$ cat src/rtl/bit_serial_adder_pkg.sv
// Shared definitions for the serial arithmetic blocks: state encoding and
// counter sizing. The serial subtractor uses the same encoding so debug
// tooling can decode either block's state the same way.
package bit_serial_adder_pkg;

  // Control states of a serial arithmetic unit.
  typedef enum logic [1:0] {
    ST_IDLE  = 2'd0,
    ST_SHIFT = 2'd1,
    ST_DONE  = 2'd2
  } state_t;

  // Bit-step counter width; a 1-bit operand still needs a 1-bit counter.
  function automatic int serial_cnt_width(input int width);
    return (width > 1) ? $clog2(width) : 1;
  endfunction

endpackage

$ cat src/rtl/bit_serial_adder_full_adder_cell.sv
// Single-bit full adder. Purely combinational; the serial adder feeds it one
// operand bit pair per clock together with the registered carry.
module full_adder_cell (
  input  logic a,
  input  logic b,
  input  logic cin,
  output logic sum,
  output logic cout
);

  assign sum  = a ^ b ^ cin;
  assign cout = (a & b) | (a & cin) | (b & cin);

endmodule

$ cat src/rtl/bit_serial_adder.sv
// Bit-serial LSB-first adder. Captures a, b and cin on an accepted start,
// then retires one bit per clock through a single full-adder cell and a
// carry flip-flop. Sum bits stream out on ser_sum; the parallel sum and
// final carry are presented on sum/cout with a one-cycle done pulse.
//
// Handshake: start is a request sampled only while busy is low (IDLE); the
// edge that sees start high in IDLE accepts the operands. While busy is high
// (SHIFT or DONE) start is ignored and nothing is queued. ser_sum is valid
// exactly in the cycles where ser_valid is high. done is a one-cycle pulse;
// sum/cout stay stable from that pulse until the next accepted start.
module bit_serial_adder
  import bit_serial_adder_pkg::*;
#(
  parameter int WIDTH = 8
) (
  input  logic             clk,
  input  logic             rst,
  input  logic             start,
  input  logic [WIDTH-1:0] a,
  input  logic [WIDTH-1:0] b,
  input  logic             cin,
  output logic             busy,
  output logic             ser_valid,
  output logic             ser_sum,
  output logic             done,
  output logic [WIDTH-1:0] sum,
  output logic             cout,
  output logic [1:0]       dbg_state
);

  localparam int             CW       = serial_cnt_width(WIDTH);
  localparam logic [CW-1:0]  LAST_CNT = CW'(WIDTH - 1);

  state_t           state_q;
  logic [WIDTH-1:0] ra_q, ra_d;
  logic [WIDTH-1:0] rb_q, rb_d;
  logic [WIDTH-1:0] res_q, res_d;
  logic             carry_q;
  logic [CW-1:0]    cnt_q, cnt_d;
  logic             busy_q;
  logic             ser_valid_q;
  logic             done_q;

  logic             fa_sum;
  logic             fa_cout;

  // The only arithmetic in the block: operand LSBs plus the carry flop.
  full_adder_cell u_fa (
    .a    (ra_q[0]),
    .b    (rb_q[0]),
    .cin  (carry_q),
    .sum  (fa_sum),
    .cout (fa_cout)
  );

  // Next values for the shift datapath during a bit step.
  always_comb begin
    ra_d  = ra_q >> 1;
    rb_d  = rb_q >> 1;
    cnt_d = cnt_q + CW'(1);
  end

  // Result register fills from the MSB side so that after WIDTH steps the
  // first (LSB) sum bit has landed in bit 0.
  generate
    if (WIDTH == 1) begin : g_res_w1
      assign res_d = fa_sum;
    end else begin : g_res_wn
      assign res_d = {fa_sum, res_q[WIDTH-1:1]};
    end
  endgenerate

  // Control FSM with its registered status outputs and the datapath registers.
  always_ff @(posedge clk) begin
    if (rst) begin
      state_q     <= ST_IDLE;
      ra_q        <= '0;
      rb_q        <= '0;
      res_q       <= '0;
      carry_q     <= 1'b0;
      cnt_q       <= '0;
      busy_q      <= 1'b0;
      ser_valid_q <= 1'b0;
      done_q      <= 1'b0;
    end else begin
      case (state_q)
        ST_IDLE: begin
          // res_q is deliberately left alone: the previous result stays
          // visible until a new operation actually starts shifting.
          if (start) begin
            ra_q        <= a;
            rb_q        <= b;
            carry_q     <= cin;
            cnt_q       <= '0;
            state_q     <= ST_SHIFT;
            busy_q      <= 1'b1;
            ser_valid_q <= 1'b1;
          end
        end
        ST_SHIFT: begin
          ra_q    <= ra_d;
          rb_q    <= rb_d;
          res_q   <= res_d;
          carry_q <= fa_cout;
          cnt_q   <= cnt_d;
          if (cnt_q == LAST_CNT) begin
            state_q     <= ST_DONE;
            ser_valid_q <= 1'b0;
            done_q      <= 1'b1;
          end
        end
        ST_DONE: begin
          state_q <= ST_IDLE;
          busy_q  <= 1'b0;
          done_q  <= 1'b0;
        end
        default: begin
          state_q     <= ST_IDLE;
          busy_q      <= 1'b0;
          ser_valid_q <= 1'b0;
          done_q      <= 1'b0;
        end
      endcase
    end
  end

  // ser_sum is the live full-adder output, gated to zero outside SHIFT.
  assign ser_sum   = ser_valid_q & fa_sum;
  assign busy      = busy_q;
  assign ser_valid = ser_valid_q;
  assign done      = done_q;
  assign sum       = res_q;
  assign cout      = carry_q;
  assign dbg_state = state_q;

endmodule

$ cat config.mk
export PLATFORM = sky130hd
export DESIGN_NAME = bit_serial_adder
export DESIGN_NICKNAME = d
export VERILOG_FILES = /design/src/rtl/bit_serial_adder_pkg.sv /design/src/rtl/bit_serial_adder_full_adder_cell.sv /design/src/rtl/bit_serial_adder.sv
export SDC_FILE = /design/constraint.sdc
export NUM_CORES = 1
export LEC_CHECK = 0
export ABC_AREA = 1
export ABC_CLOCK_PERIOD_IN_PS = 1620
export CORE_MARGIN = 4
export CORE_UTILIZATION = 49
export CTS_CLUSTER_SIZE = 30
export DETAILED_ROUTE_END_ITERATION = 10
export HOLD_SLACK_MARGIN = 0.1
export PLACE_DENSITY = 0.82
export SLEW_MARGIN = 10
export SYNTH_ARGS = -nofsm -noshare
export SYNTH_HDL_FRONTEND = slang
export SYNTH_SLANG_ARGS = --single-unit
$ cat constraint.sdc
create_clock -name clk -period 1.62 [get_ports clk]
set_clock_uncertainty 0.2 [all_clocks]
set_input_delay 0.162 -clock clk [delete_from_list [all_inputs] [get_ports clk]]
set_output_delay 0.162 -clock clk [all_outputs]
set_load 0.1 [all_outputs]
# ---- Yosys cells after proc, flatten, opt, wreduce, memory -nomap -nowiden
# Index checks and enable logic that the tools add are counted.
dict set report classes {
  n_eq_ne 5
  bitwise 11
  addsub 1
  n_reduce_logical 7
  n_mux 17
}
# operator count
set ops {}
lappend ops {{8-bit case mux with 2 select lines} 2}
lappend ops {{8-bit two-way mux} 2}
lappend ops {{2-bit AND reduction} 4}
lappend ops {{1-bit case mux with 2 select lines} 3}
lappend ops {{3-bit case mux with 2 select lines} 1}
lappend ops {{1-bit bitwise AND} 4}
lappend ops {{1-bit two-way mux} 4}
lappend ops {{2-bit two-way mux} 2}
lappend ops {{2-bit != test, second input constant} 2}
lappend ops {{2-bit case mux with 2 select lines} 1}
lappend ops {{3-bit by 1-bit adder with 3-bit output, second input constant} 1}
lappend ops {{3-bit equality test, second input constant} 1}
lappend ops {{3-bit two-way mux} 1}
lappend ops {{1-bit NOT} 3}
lappend ops {{1-bit case mux with 3 select lines} 1}
lappend ops {{3-bit AND reduction} 1}
lappend ops {{2-bit by 1-bit equality test with 1-bit output, second input constant} 1}
lappend ops {{2-bit equality test, second input constant} 1}
lappend ops {{2-bit zero test} 1}
lappend ops {{1-bit bitwise OR} 2}
lappend ops {{2-bit nonzero test} 1}
lappend ops {{1-bit XOR} 2}
dict set report totals {
  input_bits 20
  out_inout_bits 15
  reg_bits 33
}

# ---- Depth between registers and ports, before layout
dict set report depth {
  ltp_word 4
  depth_mapped 6
}

# ---- Modules after synthesis
# From an unflattened synthesis, not the netlist that was laid out.
dict set report unflattened {
  cells_unflattened 217
  area_unflattened_um2 1537.7
}
# module cells_each area_each_um2 seq_area_each_um2 n_inst
set by_module_without_submodules {}
lappend by_module_without_submodules {bit_serial_adder 216 1517.7 660.6 1}
lappend by_module_without_submodules {full_adder_cell 1 20.0 0.0 1}

# ---- Worst setup path after synthesis
# No wires, ideal clock.
dict set report synth_timing {
  kind {register to output}
  startpoint {register carry_q (netlist: cout)}
  endpoint {output ser_sum}
  path_slack_ns -0.766
  path_stages_with_launch 4
  arrival_time_ns 2.024
  path_cell_list {dfxtp_1 fa_1 nand2_1 inv_1}
}
dict set report synth_between {
  elab_chain_len 2
}
# item line_no
set synth_rtl {}
lappend synth_rtl {{start: declaration} bit_serial_adder.sv:38} ;# logic carry_q;
lappend synth_rtl {{start signal: assignment} bit_serial_adder.sv:93} ;# carry_q <= cin;
lappend synth_rtl {{start signal: assignment} bit_serial_adder.sv:104} ;# carry_q <= fa_cout;
lappend synth_rtl {{1-bit XOR} bit_serial_adder_full_adder_cell.sv:11} ;# assign sum = a ^ b ^ cin;
lappend synth_rtl {{net fa_sum} bit_serial_adder.sv:44} ;# logic fa_sum;
lappend synth_rtl {{1-bit bitwise AND} bit_serial_adder.sv:128} ;# assign ser_sum = ser_valid_q & fa_sum;
lappend synth_rtl {{end: declaration} bit_serial_adder.sv:24} ;# output logic ser_sum,
# The timed path passes the listed nets, and every way through them passes these cells.

# ---- Worst setup path after layout
dict set report layout_timing {
  startpoint {register rb_q[0]}
  endpoint {output ser_sum}
}
dict set report layout_between {
  elab_chain_len 3
}
# item line_no
set layout_rtl {}
lappend layout_rtl {{start: declaration} bit_serial_adder.sv:36} ;# logic [WIDTH-1:0] rb_q, rb_d;
lappend layout_rtl {{start signal: assignment} bit_serial_adder.sv:102} ;# rb_q <= rb_d;
lappend layout_rtl {{1-bit XOR (2 in series)} bit_serial_adder_full_adder_cell.sv:11}
lappend layout_rtl {{net fa_sum} bit_serial_adder.sv:44}
lappend layout_rtl {{1-bit bitwise AND} bit_serial_adder.sv:128}
# The timed path passes the listed nets, and every way through them passes these cells.

==> flow_metrics.py <==
metrics = {
    "outcome": {
        "outcome": "complete, but fails checks",
        "violations_in_the_final_reports": "negative setup slack",
    },
    "synthesis": {
        "postSynthNetCount": 256,
        "synth_top_area_cell": "dfxtp_1",
        "ys_warn_count": 0,
        "synth_seq_cells": 33,
        "syn_area_um2": 1546,
        "syn-mean-instance-area_um2": 6.637,
        "synthesis.instances": 233,
        "post-synth-top-area-fraction_pct": 42.72,
        "post_synth_num_cell_types": 17,
        "ys_top_cells_by_area": "dfxtp_1, nand2_1, inv_1, nor2_1, a21oi_1",
        "yosysSeqAreaShare_pct": 42.72,
    },
    "drt": {
        "drt_wl_total_um": 3291,
        "route.detailed.wl_per_inst_um": 10.28,
        "vias_per_cell": 4.516,
        "drt_first_iter_violations": 103,
        "drt_pre_antenna_iters": 4,
        "vias": 1445,
        "drt.antenna.violating_nets": 0,
        "drc_errors": 0,
    },
    "worst_setup_path": {
        "critical_path_arrival_ns": 1.55,
        "timing.critical_path.fanout_max": 2,
        "crit_path_end_kind": "primary output",
        "worst-r2r-cell-count": 3,
        "crit_path_start_kind": "flip-flop",
        "critical_path_required_ns": 1.26,
        "r2r-start": "rb_q[0]",
        "setup.worst_path.class": "reg2out",
        "crit-reg2reg-capture": "sum[7]",
        "r2r_setup_slack_ns": 0.12,
    },
    "timing": {
        "post_route_clock_period_utilization_pct": 117.9,
        "period_needed_ns": 1.911,
        "final_max_slew_viol_count": 0,
        "worstMarginPinSlew_ns": 0.3155,
        "setup-tns-final_ns": -0.2907,
        "rsz0062_at_grt": "true",
        "finalSetupViolations": 1,
        "whs_ns": 0.1972,
        "timing_hold_violations_final": 0,
        "slew_headroom_pct": 78.74,
        "final_critical_path_setup_slack_ns": -0.2907,
        "max_clock_freq_ghz": 0.5234,
    },
    "grt": {
        "groute.usage.overall_pct": 18.13,
        "antenna_found_initial": 0,
        "total_grt_overflow": 0,
        "grt_pass1_vias": 1337,
        "grt_pass1_wl_um": 5789,
        "grt_start_max_net_pins": 24,
    },
    "cts": {
        "ctsHoldBuffers": 0,
        "cts_setup_buffers": 0,
        "cts_tree": "yes",
        "clockBufferDepth": 2,
        "clock_insertion_delay_worst_skew_ns": 0.34,
        "tritoncts_num_sinks": 33,
        "maximum_level_of_the_cts_h_tree": 2,
        "numCtsBuffers": 5,
        "path_clk_slew_ns": 0.09,
        "clock_tree.root_cell": "clkbuf_4",
    },
    "final_layout": {
        "final_layout_size_suffix_gt1_share_pct": 16.67,
        "filler_cell_count": 234,
        "synthToLayoutAreaGrowth_pct": 43.04,
        "finish.net_count": 298,
        "stdcell_area_um2": 2212,
        "total_area_of_sequential_cells_um2": 671.9,
        "final_core_util_pct": 73.06,
        "finalNonFillerCells": 320,
        "antenna-diode-count": 0,
        "multi_input_combinational_cell_area_um2": 646.9,
    },
    "placed_design": {
        "pre_cts_ws_ns": 0.04016,
        "routabilityCongestion": 0.8109,
        "portBuffers": 34,
        "detailed_place_hpwl_um": 2372,
        "placed_cell_area_um2": 2125,
        "post-place-cells": 312,
    },
    "die": {
        "start_util_pct": 51.07,
        "die_w_um": 64.18,
        "placement_rows": 20,
        "design.die.area_um2": 4119,
        "boundaryPins": 35,
        "core_area_um2": 3028,
        "chipHeight_um": 64.18,
    },
    "hold_path": {
        "hold-path-cell-count": 3,
        "hold_crit_class": "in2reg",
        "timing.hold.worst.start": "a[7]",
        "worstHoldEndpoint": "ra_q[7]",
    },
    "power": {
        "vdd_ir_drop_max_mv": 0.5989,
        "power.leakage_nw": 1.070,
        "cellPowerDensity_nw_per_um2": 958.5,
        "p_total_mw": 2.120,
    },
    "run": {
        "drv.max_cap_violation_count": 0,
    },
}
[per-layer routing]
layer | wire, um | GRT usage, %
met5 | 0 | 0
met4 | 104 | 11.61
met3 | 139 | 4.042
met2 | 1545 | 29.55
met1 | 1502 | 21.32
[kinds of logic after synthesis]
logic type | share of synthesized area (%)
AOI/OAI and AO/OA | 11.41
adders and majority gates | 2.912
buffers and inverters | 15.61
DFF | 42.72
and+or+nand+nor | 27.35
[final cells by class]
type	count	share of cell area [%]
Inverter	42	7.296
Timing Repair Buffer	46	26.81
Clock buffer	7	3.450
Tap cell	44	2.489
Multi-Input combinational cell	147	29.24
Sequential cell	33	30.37
Clock inverter	1	0.3394
[how the worst max path moves through the flow]
| stage | cells after the start | slack [ns] | from | endpoint |
|---|---|---|---|---|
| floorplan | 3 | -0.26 | cout | ser_sum |
| global placement | 4 | 0.06 | cout | ser_sum |
| detailed placement | 4 | 0.04 | cout | ser_sum |
| CTS | 4 | -0.31 | rb_q[0] | ser_sum |
| global route | 4 | -0.35 | rb_q[0] | ser_sum |
| finish | 4 | -0.29 | rb_q[0] | ser_sum |
[layout by cell type (no fill, tap or decap), drive strengths merged, types with 7 or more instances in the layout]
cell and instances:
buf 27, inv 41, o21ai 12, nand2 71
nor2 37, a21oi 21, clkbuf 7, clkdlybuf4s50 19
dfxtp 33
[critical path: stages (launching register included)]
cell and delay (ns):
dfxtp_2 0.34, fa_1 0.56, nand2_2 0.07, clkinvlp_4 0.08, buf_12 0.16
[Yosys cell counts]
cell type,instances
buf_6,3
buf_4,4
fa_1,1
nor2_1,37
o21ai_1,3
nand2_1,70
dfxtp_1,33
ha_1,2
o21ai_0,8
nor3_1,1
nand2_2,1
buf_2,4
inv_1,40
o21ai_4,1
inv_2,2
nand3_1,2
a21oi_1,21
[repair_timing]
item	CTS	global route
resized for setup	2	0
gates cloned	0	0
pin swaps	2	0
endpoints found under the setup margin	1	1
endpoints found under the hold margin	0	0
[where the power goes]
| part | leakage [nW] | switching [mW] | internal [mW] | total (mW) |
|---|---|---|---|---|
| clock network | 0.0427 | 0.287 | 0.305 | 0.592 |
| registers | 0.275 | 0.0426 | 0.873 | 0.916 |
| logic | 0.752 | 0.369 | 0.243 | 0.613 |
[sequential cells by signal, summed over array words and instances (netlist names)]
name and flops:
cout 1, busy 1, sum 8, dbg_state 2
ra_q 8, cnt_q 3, done 1, ser_valid 1
rb_q 8
Note: power is estimated with default switching activity, not from simulation.
